<file path="src/rtl/stream_serializer_if.sv">
// Parallel-in valid/ready handshake plus the serial-out bundle of stream_serializer.
interface stream_serializer_if #(
  parameter int unsigned WIDTH = 8
) ();
  logic [WIDTH-1:0] par_in;
  logic             par_valid;
  logic             par_ready;
  logic             serial_out;
  logic             serial_valid;
  logic             frame_start;
  logic             busy;

  modport master (
    output par_in, par_valid,
    input  par_ready, serial_out, serial_valid, frame_start, busy
  );

  modport slave (
    input  par_in, par_valid,
    output par_ready, serial_out, serial_valid, frame_start, busy
  );
endinterface

</file>
<file path="src/rtl/stream_serializer.sv">
// Double-buffered parallel-to-serial converter: a holding register feeds a shift
// register so consecutive words leave as one gap-free bit stream.
module stream_serializer #(
  parameter int unsigned WIDTH      = 8,
  parameter bit          MSB_FIRST  = 1'b0,
  parameter bit          IDLE_LEVEL = 1'b0
) (
  input  logic                clk,
  input  logic                reset,
  stream_serializer_if.slave  bus
);
  localparam int unsigned CW = (WIDTH > 1) ? $clog2(WIDTH) : 1;
  localparam logic [CW-1:0] LAST_CNT = CW'(WIDTH - 1);

  typedef enum logic {ST_IDLE, ST_SHIFT} state_t;

  state_t           state, state_nxt;
  logic [WIDTH-1:0] hold_reg, hold_nxt;
  logic [WIDTH-1:0] shift_reg, shift_nxt;
  logic [CW-1:0]    bit_cnt, bit_cnt_nxt;
  logic             hold_full, hold_full_nxt;
  logic             first, first_nxt;
  logic             active, last, take, accept;

  assign active = (state == ST_SHIFT);
  assign last   = active && (bit_cnt == LAST_CNT);
  // The held word moves into the shifter when the shifter is free or finishing.
  assign take   = hold_full && (!active || last);
  assign accept = bus.par_valid && bus.par_ready;

  assign bus.par_ready    = !reset && (!hold_full || take);
  assign bus.serial_out   = active ? (MSB_FIRST ? shift_reg[WIDTH-1] : shift_reg[0]) : IDLE_LEVEL;
  assign bus.serial_valid = active;
  assign bus.frame_start  = active && first;
  assign bus.busy         = active || hold_full;

  always_ff @(posedge clk) begin
    if (reset) begin
      state     <= ST_IDLE;
      hold_reg  <= '0;
      shift_reg <= '0;
      bit_cnt   <= '0;
      hold_full <= 1'b0;
      first     <= 1'b0;
    end else begin
      state     <= state_nxt;
      hold_reg  <= hold_nxt;
      shift_reg <= shift_nxt;
      bit_cnt   <= bit_cnt_nxt;
      hold_full <= hold_full_nxt;
      first     <= first_nxt;
    end
  end

  always_comb begin
    state_nxt     = state;
    hold_nxt      = hold_reg;
    shift_nxt     = shift_reg;
    bit_cnt_nxt   = bit_cnt;
    hold_full_nxt = hold_full;
    first_nxt     = first;

    if (take) begin
      state_nxt     = ST_SHIFT;
      shift_nxt     = hold_reg;
      bit_cnt_nxt   = '0;
      first_nxt     = 1'b1;
      hold_full_nxt = 1'b0;
    end else if (active && !last) begin
      bit_cnt_nxt = bit_cnt + CW'(1);
      shift_nxt   = MSB_FIRST ? (shift_reg << 1) : (shift_reg >> 1);
      first_nxt   = 1'b0;
    end else if (last) begin
      state_nxt   = ST_IDLE;
      bit_cnt_nxt = '0;
      first_nxt   = 1'b0;
    end

    // A refill on the same edge as a take keeps the holding register full.
    if (accept) begin
      hold_nxt      = bus.par_in;
      hold_full_nxt = 1'b1;
    end
  end
endmodule

</file>
<file path="src/flat_wrapper.sv">
// flat-port wrapper written by rule: the top's interface ports become plain ports
module stream_serializer_flat 
#(
  parameter int unsigned WIDTH      = 8,
  parameter bit          MSB_FIRST  = 1'b0,
  parameter bit          IDLE_LEVEL = 1'b0
)
  (clk, reset, bus_par_in, bus_par_valid, bus_par_ready, bus_serial_out, bus_serial_valid, bus_frame_start, bus_busy);
  stream_serializer_if #(.WIDTH(WIDTH)) bus_i ();
  input  logic clk;
  input  logic reset;
  input wire logic [$bits(bus_i.par_in)-1:0] bus_par_in;
  input wire logic [$bits(bus_i.par_valid)-1:0] bus_par_valid;
  output wire logic [$bits(bus_i.par_ready)-1:0] bus_par_ready;
  output wire logic [$bits(bus_i.serial_out)-1:0] bus_serial_out;
  output wire logic [$bits(bus_i.serial_valid)-1:0] bus_serial_valid;
  output wire logic [$bits(bus_i.frame_start)-1:0] bus_frame_start;
  output wire logic [$bits(bus_i.busy)-1:0] bus_busy;
  assign bus_i.par_in = bus_par_in;
  assign bus_i.par_valid = bus_par_valid;
  assign bus_par_ready = bus_i.par_ready;
  assign bus_serial_out = bus_i.serial_out;
  assign bus_serial_valid = bus_i.serial_valid;
  assign bus_frame_start = bus_i.frame_start;
  assign bus_busy = bus_i.busy;
  stream_serializer #(.WIDTH(WIDTH), .MSB_FIRST(MSB_FIRST), .IDLE_LEVEL(IDLE_LEVEL)) u_core (.clk(clk), .reset(reset), .bus(bus_i));
endmodule
</file>
<file path="config.mk">
export PLATFORM = sky130hd
export DESIGN_NAME = stream_serializer_flat
export DESIGN_NICKNAME = d
export VERILOG_FILES = /design/src/rtl/stream_serializer_if.sv /design/src/rtl/stream_serializer.sv /design/src/flat_wrapper.sv
export SDC_FILE = /design/constraint.sdc
export NUM_CORES = 1
export LEC_CHECK = 0
export ABC_AREA = 1
export CORE_UTILIZATION = 35
export CTS_CLUSTER_DIAMETER = 200
export CTS_CLUSTER_SIZE = 25
export DETAILED_ROUTE_END_ITERATION = 16
export PLACE_DENSITY = 0.58
export RECOVER_POWER = 25
export SLEW_MARGIN = 20
export SYNTH_ARGS = -nofsm -noshare
export SYNTH_HDL_FRONTEND = slang
export SYNTH_SLANG_ARGS = --single-unit
</file>
<file path="constraint.sdc">
create_clock -name clk -period 3.1 [get_ports clk]
set_input_delay 0.465 -clock clk [delete_from_list [all_inputs] [get_ports clk]]
set_output_delay 0.465 -clock clk [all_outputs]
set_load 0.02 [all_outputs]
</file>
# Yosys cells after proc, flatten, opt, wreduce, memory -nomap -nowiden
# Cells that the tools add are included.
[word_totals]
regBits = 22
latchBits = 0
ram_bits = 0
rom_bits = 0
input_bits = 11
out_inout_bits = 5
word_cells = 41
n_memories = 0
[op_classes]
n_addsub = 1
n_mul = 0
div_mod_pow = 0
magnitude_cmp = 0
n_eq_ne = 2
shift = 0
n_mux = 12
n_bitwise = 0
n_reduce_logical = 20
[ops]
columns = ["cell", "count"]
rows = [
  ["$mux W8", 2],
  ["$mux W1", 8],
  ["$reduce_bool A2 Y1", 4],
  ["$logic_and A1 B1 Y1", 6],
  ["$mux W3", 2],
  ["$logic_not A1 Y1", 4],
  ["$add A3 B1 Y3 const B", 1],
  ["$eq A3 B3 Y1 const B", 1],
  ["$logic_or A1 B1 Y1", 3],
  ["$reduce_bool A3 Y1", 1],
  ["$ne A2 B1 Y1 const B", 1],
  ["$reduce_and A2 Y1", 1],
  ["$reduce_or A2 Y1", 1],
]

# Depth between registers and ports, before layout
[logic_depth]
word_depth = 8
mapped_depth = 9
depth_no_buf = 8

# Least setup slack after synthesis
# No wires, ideal clock.
[synth_path]
kind = "flip-flop to output port"
startpoint = "register u_core.bit_cnt[0]"
endpoint = "output bus_par_ready"
t_arrival_ps = 1174
required_time_ps = 2635
slack_ps = 1461
stages_incl_launch_ff = 8
n_path_buf = 1
path_cell_list = "dfxtp_1 > ha_1 > ha_1 > nor2_2 > nand2_1 > buf_2 > nand2_1 > inv_1"
[synth_via]
elab_chain_len = 6
[synth_lines]
columns = ["element", "line_no", "source"]
rows = [
  ["start: declaration", "stream_serializer.sv:20", "logic [CW-1:0] bit_cnt, bit_cnt_nxt;"],
  ["start signal: assignment", "stream_serializer.sv:49", "bit_cnt <= bit_cnt_nxt;"],
  ["$eq A3 B3 Y1", "stream_serializer.sv:26", "assign last = active && (bit_cnt == LAST_CNT);"],
  ["$logic_and A1 B1 Y1", "stream_serializer.sv:26", ""],
  ["$logic_or A1 B1 Y1", "stream_serializer.sv:28", "assign take = hold_full && (!active || last);"],
  ["$logic_and A1 B1 Y1", "stream_serializer.sv:28", ""],
  ["$logic_or A1 B1 Y1", "stream_serializer.sv:31", "assign bus.par_ready = !reset && (!hold_full || take);"],
  ["$logic_and A1 B1 Y1", "stream_serializer.sv:31", ""],
  ["end: declaration", "flat_wrapper.sv:14", "output wire logic [$bits(bus_i.par_ready)-1:0] bus_par_ready;"],
]
# No other way between the ends.

# Final worst setup path
# Ends and elaborated chain as after synthesis.

==> run metrics <==
area grow syn2layout=19.6%; global-route wire length before repair=3.46 mm; fin crit period=2.74 ns; buffer count from post-CTS setup fixing=0; Fin. Hold Viols=0; Design Power=approximately 0.00054 W; diodes inserted=0; port buffer count=15; Hold Buf Count CTS=0; grt total ovfl=0; Hold Crit Class=register to register; Worst setup EP type=primary output; syn_nets=161; leading post-synthesis cells by cell area=dfxtp_1 44%, nand2_1 17%, nand3_1 11%, inv_1 8.2%, nand4_1 5.0%; width of the die=55.7 um; clock sinks=22; nets=175; Unique masters post-synth=17; chip height=55.7 um; Finish-stage setup viols=0; CTS Buf Count=3; Least-Margin Pin Slew=0.470 ns; Hold WS=about 0.48 ns; Area after DPL=0.00117 mm2; Slowest cell on crit path=clkdlybuf4s50_1; critical path required time=2.63 ns; worst path cell trace=ha_1 > ha_1 > nor2_2 > buf_4 > nand2_1 > nand2_1 > inv_1 > clkdlybuf4s50_1; routed wire length=1.95 mm; VDD IR max=228 uV; unrepaired setup endpoints after global routing=no; Ys Warns=0; I/O pins=16; Cell Pwr Density=445 mW/mm2; clk root buf=clkbuf_4; period utilisation layout=88.4%; CTS tree=built; Layout Skew=0.00628 ns; most frequent cells in the layout=45 x nand2_1, 22 x inv_1, 22 x nand3_1, 22 x dfxtp_1, 15 x clkdlybuf4s50_1; Mapped Cells=approximately 150; max-cap violations=0; Final ANT Viol Nets=0; Max-slew headroom=68.6%; largest area contributor in the netlist=dfxtp_1; layout cells sized above 1=roughly 6.2%; vias in the first global route=842; Design Area, Final=0.00121 mm2; crit path launch type=register; initial antenna violation count=0; mean routed wirelength per cell=a little over 10 um; setup_tns=0 ns; core box area=0.00273 mm2; GPL Wtd Cong=between 0.7 and 0.8; WP data arrival=2.28 ns; Crit Path Max Fanout=11; leakage power=slightly above 0.6 nW; drt initial violations=25; DRT Pass-1 Iters=4; Die Area=around 0.0031 mm2; clk_lat worst skew=0.30 ns; Buf+Inv Stages, Crit Path=3; # DRC=0; GRT Total Usage=14.0%; commonest non-fill, non-tap cell in the layout=nand2_1; hpwl dp=1.43 mm; # resized after CTS=0; largest net degree at the start of global routing=20; H-tree levels=1; M1 wire length=1.00 mm; via count=approximately 900; CP max stage delay=approximately 0.53 ns; Yosys reg bits=22; CTS max path bufs=2; delay-heaviest family, CP=buffers and inverters; drt via density=4.73; Worst-path clk slew=0.12 ns; fmax=365 MHz; Setup CP Type=register to primary output; Routed met2 length=about 840 um; status=complete, no violations; starting density of the core=36.9%; fin. max-slew vios=0; Avg Cell Area, Syn=6.82 um2; area share of the largest cell type after synthesis=43.6%; mapped cell area=0.00101 mm2; Rows=19; Max Used Layer=met4; met3 WL post-DR=76 um; Seq/Total Area, Yosys=43.6%
## cells by family (layout without fill, tap and decap cells)
logic type,Yosys count,count (layout),synth area share (%)
buffers and inverters,31,44,12.8
adder cells (fa/ha/maj),2,2,2.48
flip-flops,22,22,43.6
AO/OA/AOI/OAI,6,6,2.97
AND/OR/NAND/NOR,87,87,38.2
## synth_stat cells, drive strengths merged
cell type / instances
nand2: 45
inv: 23
nand3: 23
dfxtp: 22
nor2: 10
nand4: 8
buf: 7
a21oi: 5
ha: 2
clkbuf: 1
o21ai: 1
or2: 1
## worst register-to-register path, stage by stage, from the launching register on
cell and delay (ns):
dfxtp_1 0.37, ha_1 0.15, ha_1 0.17, nor2_2 0.05, buf_4 0.16, nand2_1 0.27
nand3_2 0.24, nand2_1 0.11, nand2_1 0.05
## final cells by class
cell class | count | area (um2)
inverter | 23 | 86.3
tap | 31 | 38.8
multi-input combinational | 95 | 440
timing repair buffer | 17 | 165
clock buffer | 4 | 36.3
fill | 280 | 1530
sequential | 22 | 440
## path summary, 6_finish.rpt
kind | startpoint | to | slack (ns) | cells past startpoint
max | u_core.bit_cnt[0] | bus_par_ready | 0.36 | 8
min | u_core.bit_cnt[1] | u_core.bit_cnt[1] | 0.48 | 2
max reg2reg | u_core.bit_cnt[0] | u_core.hold_reg[3] | 1.41 | 8
min reg2reg | u_core.bit_cnt[1] | u_core.bit_cnt[1] | 0.48 | 2
## where the power goes
group	internal [W]	total (W)	switching (W)	leakage (nW)
combinational	0.0000343	0.0000780	0.0000437	0.405
sequential	0.000298	0.000308	0.0000104	0.180
clock	0.0000715	0.000151	0.0000792	0.0210
## stage by stage
stage	setup WS (ns)	util, %	instances
floorplan	1.46	-	148
global route	0.224	44.2	192
CTS	0.331	44.2	192
global placement	0.699	42.8	188
detailed placement	0.650	42.8	188
finish	0.358	44.2	192
## per-layer routing
metal,global-route usage [%],vias up
met1,16.8,397
li1,-,489
met4,7.50,0
met2,23.9,20
met3,2.09,2
met5,0,-
(Power assumes the default switching activity.)
==> variant 1: new RTL, same flow settings <==
`IDLE_LEVEL` is set to 1'b0 in 2 places; all go to 1'b1.
--- a/src/rtl/stream_serializer.sv
+++ b/src/rtl/stream_serializer.sv
@@ -3,7 +3,7 @@
 module stream_serializer #(
   parameter int unsigned WIDTH      = 8,
   parameter bit          MSB_FIRST  = 1'b0,
-  parameter bit          IDLE_LEVEL = 1'b0
+  parameter bit          IDLE_LEVEL = 1'b1
 ) (
   input  logic                clk,
   input  logic                reset,
--- a/src/flat_wrapper.sv
+++ b/src/flat_wrapper.sv
@@ -3,7 +3,7 @@
 #(
   parameter int unsigned WIDTH      = 8,
   parameter bit          MSB_FIRST  = 1'b0,
-  parameter bit          IDLE_LEVEL = 1'b0
+  parameter bit          IDLE_LEVEL = 1'b1
 )
   (clk, reset, bus_par_in, bus_par_valid, bus_par_ready, bus_serial_out, bus_serial_valid, bus_frame_start, bus_busy);
   stream_serializer_if #(.WIDTH(WIDTH)) bus_i ();
Function: changed (a bounded check fails within 4 cycles, from zero or initial values and one cycle with reset high).
==> variant 1 against the original RTL <==
  * Synthesized area is 0.12% lower
  * Design area shrank 1.2%
  * Global-route usage shrank 0.51 points
  * Worst hold slack got worse by 0.010 ns
  * Wire length down 0.41%
  * Sequential cell count did not move
  * Power shrank 5.1%
  * Worst setup slack improved by 0.027 ns
  * Count of clock-buffer cells in the layout down 1
  * Combinational power increased by 4.2%
  * Die area down 0.11%
==> variant 1: results (changes against the original RTL) <==
worstMarginPinSlew_ns: 0.487  # was 0.470 ns
synth-edff-count: 0  # unchanged
arrival_ns: 2.25  # was 2.28 ns
layout-drive-gt1-share: 0.0629  # was 0.0621
synth_fp_nets: 160  # was 161
viasPerCell: 4.73  # about the same
grt_usage: 0.135  # was 0.140
leakagePower_nw: 0.592  # was 0.606 nW
ir_drop_mv: 0.231  # was 0.228 mV
synthTopCellsByCount: "nand2_1, dfxtp_1, nand3_1, inv_1, nor2_1"  # was nand2_1, dfxtp_1, inv_1, nand3_1, nor2_1
p_sw_frac: 0.256  # was 0.248
drt_iter0_drc: 19  # was 25
async_reset_ff_frac: 0  # unchanged
hp-class: "reg -> reg"  # unchanged
wl_um: 1940  # was 1950 um
yosysSeqAreaShare: 0.437  # was 0.436
pre_cts_slack_ns: 0.682  # was 0.650 ns
dp_hpwl_um: 1410  # was 1430 um
grt_pass1_wl_um: 3290  # was 3460 um
critical_path.max_fanout: 11  # unchanged
setup_tns_ns: 0  # unchanged
outcome: "complete, no violations"  # unchanged
first_pass_iters: 4  # unchanged
fin_skew_ns: 0.000587  # was 0.00628 ns
post_cts_buffers: 0  # unchanged
routabilityCongestion: 0.782  # was 0.715
ys_types: 18  # was 17
synth_area_leaders: "dfxtp_1, nand2_1, nand3_1, inv_1, nand4_1"  # unchanged
final_net_count: 174  # was 175
first_global_vias: 826  # was 842
==> variant 1: kinds of logic after synthesis <==
logic type	after synthesis	share of synthesized area
and+or+nand+nor	87	0.387
buffers and inverters	30	0.122
DFF	22	0.437
AOI/OAI and AO/OA	6	0.0298
adders and majority gates	2	0.0248
==> variant 1: per-layer routing <==
layer	track usage	vias up	wire [um]
li1	-	484	-
met1	0.166	392	965
met2	0.219	21	864
met3	0.0233	2	92
met4	0.0821	0	17
met5	0	-	0
==> variant 1: tightest hold or removal path, cell delays in order, from the launching register on <==
cell     delay (ns)
dfxtp_1        0.32
nand2_1        0.06
a21oi_1        0.05
==> variant 1: final timing paths <==
| path | from | to | slack [ns] | cells after the start |
|---|---|---|---|---|
| worst max-delay path | u_core.bit_cnt[0] | bus_par_ready | 0.39 | 8 |
| worst min-delay path | u_core.first | u_core.first | 0.47 | 2 |
| worst max register to register | u_core.bit_cnt[0] | u_core.hold_reg[3] | 1.43 | 8 |
| worst min register to register | u_core.first | u_core.first | 0.47 | 2 |
==> variant 1: cell type report <==
type	count	area [um^2]
fill	288	1540
multi-input combinational	95	443
sequential	22	440
timing repair buffer	17	165
inverter	22	82.6
tap	31	38.8
clock buffer	3	22.5
==> variant 1: through the flow <==
stage               instance area [um^2]  cells
finish                              1190    190
global route                        1190    190
CTS                                 1190    190
detailed placement                  1170    187
global placement                    1170    187
floorplan                           1010    147
==> variant 1: power by group through the flow <==
stage / Sequential [mW] / Combinational [mW] / Clock, mW
2_1_floorplan: 0.312 / 0.0534 / 0
3_3_place_gp: 0.314 / 0.0813 / 0
3_5_place_dp: 0.315 / 0.0817 / 0
4_1_cts: 0.308 / 0.0822 / 0.130
5_1_grt: 0.310 / 0.0917 / 0.138
6_report: 0.308 / 0.0813 / 0.120
==> variant 2: new RTL, same settings <==
Without the edit above. `hold_reg` and `shift_reg` no longer have a reset.
--- a/src/rtl/stream_serializer.sv
+++ b/src/rtl/stream_serializer.sv
@@ -37,19 +37,20 @@
   always_ff @(posedge clk) begin
     if (reset) begin
       state     <= ST_IDLE;
-      hold_reg  <= '0;
-      shift_reg <= '0;
       bit_cnt   <= '0;
       hold_full <= 1'b0;
       first     <= 1'b0;
     end else begin
       state     <= state_nxt;
-      hold_reg  <= hold_nxt;
-      shift_reg <= shift_nxt;
       bit_cnt   <= bit_cnt_nxt;
       hold_full <= hold_full_nxt;
       first     <= first_nxt;
     end
+  end
+
+  always_ff @(posedge clk) begin
+    hold_reg  <= hold_nxt;
+    shift_reg <= shift_nxt;
   end
 
   always_comb begin
Behaviour: no difference found for any inputs over 10 cycles, from zero or initial values and one cycle with reset high; that may be too few to reach the edited logic, so the function may still have changed.
==> variant 2 against the original RTL <==
  * Design area is 4.6% lower
  * Wire length is 29% lower
  * Final cell count shrank 30%
  * Power rose by 19%
  * Clock skew decreased by 0.0030 ns
  * Critical path depth down 1
  * Sequential cell count stayed put
  * Utilization is 1.9 points higher
  * Combinational power fell by 17%
  * Synthesized area shrank 7.4%
  * Global-route usage is 2.4 points lower
  * Via count fell by 36%
  * Die area is 7.2% lower
  * Worst setup slack improved by 0.20 ns
==> variant 2: results (changes against the original RTL) <==
final_net_count: 118  # was 175
rrSetupSlack_ns: 1.24  # was 1.41 ns
ys_types: 12  # was 17
dp.cells: 130  # was 188
yosysSeqAreaShare: 0.643  # was 0.436
synth_fp_nets: 100  # was 161
drt_iter0_drc: 6  # was 25
routabilityCongestion: 0.691  # was 0.715
syn_avg_cell_area_um2: 10.7  # was 6.82 um^2
arrival_ns: 2.08  # was 2.28 ns
wire_per_inst_um: 10.4  # was 10.1 um
ir_drop_mv: 0.375  # was 0.228 mV
dp_hpwl_um: 1020  # was 1430 um
min_from: "u_core.first"  # was u_core.bit_cnt[1]
critical_path.max_fanout: 5  # was 11
wl_met1_um: 687  # was 1000 um
clock_cell_area_share: 0.0456  # was 0.0301
worstMarginPinSlew_ns: 0.624  # was 0.470 ns
seqCellArea_um2: 601  # was 440 um^2
rr_endpoint: "u_core.hold_reg[0]"  # was u_core.hold_reg[3]
grt_max_degree: 14  # was 20
rr_worst_depth: 6  # was 8
leakagePower_nw: 0.495  # was 0.606 nW
die-area_um2: 2880  # was 3100 um^2
hold_end: "u_core.first"  # was u_core.bit_cnt[1]
fin_skew_ns: 0.00330  # was 0.00628 ns
route.met3.wl_um: 36  # was 76 um
fillers: 251  # was 280
place_area_um2: 1100  # was 1170 um^2
viasPerCell: 4.35  # was 4.73
multiInputGateArea_um2: 263  # was 440 um^2
powerDensity_nw_per_um2: 554  # was 445 nW/um^2
synth_fa_ha_area_frac: 0.0268  # was 0.0248
synth_area_leaders: "edfxtp_1, dfxtp_1, nand2_1, nand3_1, inv_1"  # was dfxtp_1, nand2_1, nand3_1, inv_1, nand4_1
vias: 583  # was 908
grt_pass1_wl_um: 2240  # was 3460 um
outcome: "complete, no violations"  # unchanged
whs_ns: 0.485  # was 0.480 ns
buffer_area_frac: 0.130  # was 0.137
cts_resized: 0  # unchanged
nMultiInputCombCells: 50  # was 95
crit_type: "reg -> out"  # unchanged
inverters: 13  # was 23
synth-edff-count: 16  # was 0
grt_usage: 0.115  # was 0.140
n_antenna_cell: 0  # unchanged
first_global_vias: 492  # was 842
signal_buffers: 15  # was 17
pre_cts_slack_ns: 0.844  # was 0.650 ns
synthTopCellsByCount: "nand2_1, edfxtp_1, inv_1, nand3_1, dfxtp_1"  # was nand2_1, dfxtp_1, inv_1, nand3_1, nor2_1
layout-drive-gt1-share: 0.0673  # was 0.0621
finalCriticalPeriod_ns: 2.54  # was 2.74 ns
[variant 2: per-layer routing]
layer	vias to the layer above	GRT usage
met4	0	0.0789
met3	2	0.0339
met2	10	0.165
li1	314	-
met1	257	0.149
met5	-	0
[variant 2: cells by family after synthesis]
| logic type | Yosys count |
|---|---|
| AOI/OAI and AO/OA | 3 |
| adders and majority gates | 2 |
| buffers and inverters | 15 |
| DFF | 22 |
| and+or+nand+nor | 45 |
[variant 2: critical path: stages (launching register included)]
cell             delay, ns
dfxtp_1               0.35
ha_1                  0.20
ha_1                  0.18
inv_1                 0.22
nand3_1               0.15
nand2_1               0.11
inv_1                 0.04
clkdlybuf4s50_1       0.53
[variant 2: where the power goes]
part / total (mW) / switching, mW / internal (mW)
Clock: 0.221 / 0.0902 / 0.131
Sequential: 0.352 / 0.0120 / 0.340
Combinational: 0.0647 / 0.0349 / 0.0298
Total: 0.638 / 0.137 / 0.501
